===== config.mk =====
export PLATFORM = sky130hd
export DESIGN_NAME = alu_seq_ctrl_flat
export DESIGN_NICKNAME = d
export VERILOG_FILES = /design/src/rtl/alu_pkg.sv /design/src/rtl/alu_seq_ctrl_if.sv /design/src/rtl/alu_seq_ctrl.sv /design/src/flat_wrapper.sv
export SDC_FILE = /design/constraint.sdc
export NUM_CORES = 1
export LEC_CHECK = 0
export BUFFER_PORTS_ARGS = -buffer_cell sky130_fd_sc_hd__clkbuf_2
export CELL_PAD_IN_SITES_DETAIL_PLACEMENT = 1
export CELL_PAD_IN_SITES_GLOBAL_PLACEMENT = 1
export CORE_ASPECT_RATIO = 2
export CORE_UTILIZATION = 35
export CTS_BUF_LIST = sky130_fd_sc_hd__clkbuf_16
export DETAILED_ROUTE_END_ITERATION = 7
export HOLD_SLACK_MARGIN = 0.06
export PLACE_DENSITY_LB_ADDON = 0.2
export REMOVE_ABC_BUFFERS = 1
export SETUP_SLACK_MARGIN = 0.4
export SYNTH_ARGS = -nofsm -noshare
export SYNTH_HDL_FRONTEND = slang
export SYNTH_SLANG_ARGS = --single-unit

===== constraint.sdc =====
create_clock -name clk -period 1.9 [get_ports clk]
set_input_delay 0.19 -clock clk [delete_from_list [all_inputs] [get_ports clk]]
set_output_delay 0.19 -clock clk [all_outputs]
set_load 0.05 [all_outputs]

===== src/rtl/alu_pkg.sv =====
// rtl/alu_pkg.sv - shared constants for the ALU and its sequencing front-end
// Contents: default datapath width, ALU opcode encodings, front-end FSM state encoding.
package alu_pkg;

    localparam int DEF_WIDTH = 32;

    localparam logic [2:0] OP_ADD = 3'b000;
    localparam logic [2:0] OP_SUB = 3'b001;
    localparam logic [2:0] OP_NOT = 3'b010;
    localparam logic [2:0] OP_AND = 3'b011;
    localparam logic [2:0] OP_OR  = 3'b100;
    localparam logic [2:0] OP_XOR = 3'b101;
    localparam logic [2:0] OP_SHL = 3'b110;
    localparam logic [2:0] OP_SHR = 3'b111;

    typedef enum logic [1:0] {
        ST_IDLE = 2'd0,
        ST_EXEC = 2'd1,
        ST_RESP = 2'd2
    } seq_state_t;

endpackage


===== src/rtl/alu_seq_ctrl_if.sv =====
// rtl/alu_seq_ctrl_if.sv - command and result handshake bundle of the ALU front-end
// Signals: cmd_valid/cmd_ready/cmd_op/cmd_a/cmd_b/cmd_use_acc (command channel),
//          res_valid/res_ready/res_data/res_zero/res_neg (result channel).
// Modports: master = host side, slave = alu_seq_ctrl side.
interface alu_seq_ctrl_if
    import alu_pkg::*;
#(
    parameter int WIDTH = DEF_WIDTH
);
    logic             cmd_valid;
    logic             cmd_ready;
    logic [2:0]       cmd_op;
    logic [WIDTH-1:0] cmd_a;
    logic [WIDTH-1:0] cmd_b;
    logic             cmd_use_acc;

    logic             res_valid;
    logic             res_ready;
    logic [WIDTH-1:0] res_data;
    logic             res_zero;
    logic             res_neg;

    modport master (
        output cmd_valid, cmd_op, cmd_a, cmd_b, cmd_use_acc, res_ready,
        input  cmd_ready, res_valid, res_data, res_zero, res_neg
    );

    modport slave (
        input  cmd_valid, cmd_op, cmd_a, cmd_b, cmd_use_acc, res_ready,
        output cmd_ready, res_valid, res_data, res_zero, res_neg
    );
endinterface


===== src/rtl/alu_seq_ctrl.sv =====
// rtl/alu_seq_ctrl.sv - sequential command front-end for the combinational ALU
// Ports: clk, rst_n (sync active-low); bus (slave) carries the command and result handshakes;
//        acc_clr clears the accumulator; alu_in1/alu_in2/alu_opcode drive the ALU (registered);
//        alu_out is the ALU result; cmd_count counts consumed results (wraps).
module alu_seq_ctrl
    import alu_pkg::*;
#(
    parameter int WIDTH = DEF_WIDTH,
    parameter int CNT_W = 16
) (
    input  logic             clk,
    input  logic             rst_n,
    alu_seq_ctrl_if.slave    bus,
    input  logic             acc_clr,
    output logic [WIDTH-1:0] alu_in1,
    output logic [WIDTH-1:0] alu_in2,
    output logic [2:0]       alu_opcode,
    input  logic [WIDTH-1:0] alu_out,
    output logic [CNT_W-1:0] cmd_count
);
    seq_state_t       state;
    logic [WIDTH-1:0] acc;
    logic             cmd_ready_q;
    logic             res_valid_q;
    logic [WIDTH-1:0] res_data_q;
    logic             res_zero_q;
    logic             res_neg_q;

    assign bus.cmd_ready = cmd_ready_q;
    assign bus.res_valid = res_valid_q;
    assign bus.res_data  = res_data_q;
    assign bus.res_zero  = res_zero_q;
    assign bus.res_neg   = res_neg_q;

    always_ff @(posedge clk) begin
        if (!rst_n) begin
            state       <= ST_IDLE;
            acc         <= '0;
            alu_in1     <= '0;
            alu_in2     <= '0;
            alu_opcode  <= OP_ADD;
            cmd_ready_q <= 1'b1;
            res_valid_q <= 1'b0;
            res_data_q  <= '0;
            res_zero_q  <= 1'b1;
            res_neg_q   <= 1'b0;
            cmd_count   <= '0;
        end else begin
            // Clear is a default; the EXEC capture below overrides it.
            if (acc_clr) begin
                acc <= '0;
            end

            case (state)
                ST_IDLE: begin
                    if (bus.cmd_valid) begin
                        // A simultaneous clear makes the accumulator operand read as 0.
                        if (bus.cmd_use_acc) begin
                            alu_in1 <= acc_clr ? '0 : acc;
                        end else begin
                            alu_in1 <= bus.cmd_a;
                        end
                        alu_in2     <= bus.cmd_b;
                        alu_opcode  <= bus.cmd_op;
                        cmd_ready_q <= 1'b0;
                        state       <= ST_EXEC;
                    end
                end

                ST_EXEC: begin
                    // The ALU has had one full period on the registered operands.
                    res_data_q  <= alu_out;
                    acc         <= alu_out;
                    res_zero_q  <= (alu_out == '0);
                    res_neg_q   <= alu_out[WIDTH-1];
                    res_valid_q <= 1'b1;
                    state       <= ST_RESP;
                end

                ST_RESP: begin
                    if (bus.res_ready) begin
                        cmd_count   <= cmd_count + 1'b1;
                        res_valid_q <= 1'b0;
                        cmd_ready_q <= 1'b1;
                        state       <= ST_IDLE;
                    end
                end

                default: begin
                    res_valid_q <= 1'b0;
                    cmd_ready_q <= 1'b1;
                    state       <= ST_IDLE;
                end
            endcase
        end
    end
endmodule


===== src/flat_wrapper.sv =====
// flat-port wrapper written by rule: the top's interface ports become plain ports
module alu_seq_ctrl_flat import alu_pkg::*;
#(
    parameter int WIDTH = DEF_WIDTH,
    parameter int CNT_W = 16
)
  (clk, rst_n, acc_clr, alu_in1, alu_in2, alu_opcode, alu_out, cmd_count, bus_cmd_valid, bus_cmd_op, bus_cmd_a, bus_cmd_b, bus_cmd_use_acc, bus_res_ready, bus_cmd_ready, bus_res_valid, bus_res_data, bus_res_zero, bus_res_neg);
  alu_seq_ctrl_if #(.WIDTH(WIDTH)) bus_i ();
  input  logic clk;
  input  logic rst_n;
  input  logic acc_clr;
  output logic [WIDTH-1:0] alu_in1;
  output logic [WIDTH-1:0] alu_in2;
  output logic [2:0] alu_opcode;
  input  logic [WIDTH-1:0] alu_out;
  output logic [CNT_W-1:0] cmd_count;
  input wire logic [$bits(bus_i.cmd_valid)-1:0] bus_cmd_valid;
  input wire logic [$bits(bus_i.cmd_op)-1:0] bus_cmd_op;
  input wire logic [$bits(bus_i.cmd_a)-1:0] bus_cmd_a;
  input wire logic [$bits(bus_i.cmd_b)-1:0] bus_cmd_b;
  input wire logic [$bits(bus_i.cmd_use_acc)-1:0] bus_cmd_use_acc;
  input wire logic [$bits(bus_i.res_ready)-1:0] bus_res_ready;
  output wire logic [$bits(bus_i.cmd_ready)-1:0] bus_cmd_ready;
  output wire logic [$bits(bus_i.res_valid)-1:0] bus_res_valid;
  output wire logic [$bits(bus_i.res_data)-1:0] bus_res_data;
  output wire logic [$bits(bus_i.res_zero)-1:0] bus_res_zero;
  output wire logic [$bits(bus_i.res_neg)-1:0] bus_res_neg;
  assign bus_i.cmd_valid = bus_cmd_valid;
  assign bus_i.cmd_op = bus_cmd_op;
  assign bus_i.cmd_a = bus_cmd_a;
  assign bus_i.cmd_b = bus_cmd_b;
  assign bus_i.cmd_use_acc = bus_cmd_use_acc;
  assign bus_i.res_ready = bus_res_ready;
  assign bus_cmd_ready = bus_i.cmd_ready;
  assign bus_res_valid = bus_i.res_valid;
  assign bus_res_data = bus_i.res_data;
  assign bus_res_zero = bus_i.res_zero;
  assign bus_res_neg = bus_i.res_neg;
  alu_seq_ctrl #(.WIDTH(WIDTH), .CNT_W(CNT_W)) u_core (.clk(clk), .rst_n(rst_n), .bus(bus_i), .acc_clr(acc_clr), .alu_in1(alu_in1), .alu_in2(alu_in2), .alu_opcode(alu_opcode), .alu_out(alu_out), .cmd_count(cmd_count));
endmodule

==> impl_metrics.toml <==
[setup_path]
rr_startpoint = "u_core.cmd_count[3]"
critPathLaunch = "u_core.cmd_count[3]"
r2r-end = "u_core.cmd_count[15]"
path_max_fanout = 5
reg2reg_slack_ns = 0.37
cp.required_ns = 2.25
critPathKind = "flop to flop"
endpoint_kind = "flop"
worst-r2r-cell-count = 4
critPathArrivalTime_ns = 1.88
start_kind = "flop"

[hold_path]
hp-class = "input port to flop"
min_to = "u_core.bus.res_data[23]"
hold_depth = 3
hp-start = "alu_out[23]"

[cts]
insertion_delay_ns = 0.43
cts_buffers = 17
cts_tree = "done"
cts_sinks = 152
clkSlewWorstSetupHoldPaths_ns = 0.06
cts_root_buffer = "clkbuf_16"
cts_buffer_depth = 2
h-tree-depth = 4

[pwr]
leakage_nw = 3.73
power.total_mw = 8.08
power.density_nw_per_um2 = 950
ir_worst_vdd_mv = 0.606

[synthesis]
ys_warn_count = 0
yosysSeqAreaShare_pct = 52.3
postSynth.asyncResetShare_pct = 0
synth_most_common_cell = "nand2_1"
synthesis.instances = 685
synth-seq-cells = 152
synthesis.area_sq_um = 5820
syn_area_per_cell_sq_um = 8.49
synth_edf_count = 0
synthFlopType = "dfxtp_1"
synth_top_area_share_pct = 52.3
synthTopCellsByCount = "nand2_1, dfxtp_1, a21oi_1, nor2_1"
synthTopCellsByArea = "dfxtp_1, nand2_1, a21oi_1, mux2i_1, a211oi_1"
yosys.area.top_type = "dfxtp_1"
ys_types = 33

[drt]
drt_first_pass_iters = 4
vias_per_cell = 5.01
vias = 5908
first_iter_violations = 133
ant_nets = 0
routedWlPerCell_um = 17.2
drc = 0
finalWirelength_mm = 20.3

[die]
core_sq_um = 16300
die_area_sq_um = 17200
ioPinCount = 224
rows = 66
die_x_um = 93.2
start_util_pct = 35.7
die_y_um = 184

[grt]
antenna_found_initial = 0
grt.overflow.total = 0
grt_max_degree = 68
grt_first_pass_wirelength_mm = 30.3
grt_use_total_pct = 22.9
grt_pass1_vias = 6272

[final_layout]
final_area_sq_um = 8510
stdcell_count = 1180
fin_nets = 1069
drive_above_1_share_pct = 30.2
synthToLayoutAreaGrowth_pct = 46.3

[placement]
detailed_place.area_sq_um = 7150
port_buffers = 223
dp_cells = 1075
gp_congestion = 0.773
dp_hpwl_mm = 12.7

[run_status]
outcome = "completed"

[flow_run]
cap_violations = 0

[sta]
tightest_slew_ns = 0.593
hold_ws_ns = 0.0741
tns_ns = 0
period_minus_slack_ns = 1.53
max-slew-margin-rel_pct = 60.1
skew_ns = 0.00945
clock.fmax_ghz = 0.654
rsz0062_at_grt = "true"
setup_viol = 0
hold_violations = 0
slew_violations = 0
timing.final.crit_share_pct = 80.5
-- sequential cells by signal, indices dropped and copies added (netlist names) --
signal	flops
u_core.alu_in1	32
u_core.bus.cmd_ready	1
u_core.bus.res_valid	1
u_core.acc	32
u_core.bus.res_zero	1
u_core.alu_in2	32
u_core.bus.res_data	32
u_core.cmd_count	16
u_core.state	2
u_core.alu_opcode	3
-- logic make-up after synthesis --
group | share of synthesized area, %
and+or+nand+nor | 22.1
xor gates and xnor gates | 1.51
buffers and inverters | 3.98
muxes | 5.68
AOI/OAI and AO/OA | 14.2
adders and majority gates | 0.215
DFF | 52.3
-- how the worst max path moves through the flow --
stage / cells after the start / to / slack (ns)
after floorplan: 3 / u_core.bus.res_zero / -1.12
after global placement: 5 / u_core.bus.res_zero / 0.37
after detailed placement: 5 / u_core.alu_in2[6] / 0.31
after CTS: 5 / u_core.alu_in1[15] / 0.39
after global routing: 4 / u_core.cmd_count[15] / 0.33
final: 4 / u_core.cmd_count[15] / 0.37
-- through the flow --
step / setup WS [ns] / util (%)
final: 0.370 / 52.3
after global placement: 0.369 / 43.9
after global routing: 0.332 / 52.3
after floorplan: -1.12 / -
after CTS: 0.389 / 51.5
after detailed placement: 0.314 / 43.9
-- critical path, cell delays in order, from the launching register on --
cell and delay [ns]:
dfxtp_1 0.44, and4_2 0.33, nand4_4 0.13, or3_1 0.37, a21oi_1 0.18
-- power by group --
group / switching (mW) / internal, mW / total [mW] / leakage [nW]
registers: 0.0885 / 3.36 / 3.45 / 1.25
clock network: 1.35 / 1.78 / 3.12 / 0.267
logic: 1.03 / 0.478 / 1.51 / 2.22
-- layout make-up --
class	count	area, sq um
Antenna cell	1	2.50
Clock buffer	17	425
Clock inverter	14	111
Fill cell	1964	7760
Inverter	2	10.0
Multi-Input combinational cell	480	2590
Sequential cell	152	3050
Tap cell	204	255
Timing Repair Buffer	310	2050
-- repair_timing --
action | CTS | global route
setup buffers | 0 | 3
cloned | 0 | 3
hold buffers | 67 | 0
pin swaps | 0 | 2
hold endpoints to repair | 95 | 0
setup endpoints to repair | 45 | 111
resized for setup | 7 | 16
-- layout by cell type (no fill, tap or decap), types with 7 or more instances in the layout --
master and n:
mux2i_1 33, buf_4 10, dfxtp_1 147, o21ai_0 7, a211oi_1 32, clkbuf_16 19
a21oi_1 105, clkbuf_2 223, nand2_1 170, nor2_1 47, nor2b_1 32, nor4_1 8
dlygate4sd3_1 67
-- routing by layer --
layer  vias up  share of wire, %  GRT usage (%)
li1       2861                 -              -
met1      2847                36           21.5
met2       167                58           45.1
met3        33               3.9           4.74
met4         0               2.8           11.1
met5         -                 0              0
(Power assumes the default switching activity.)
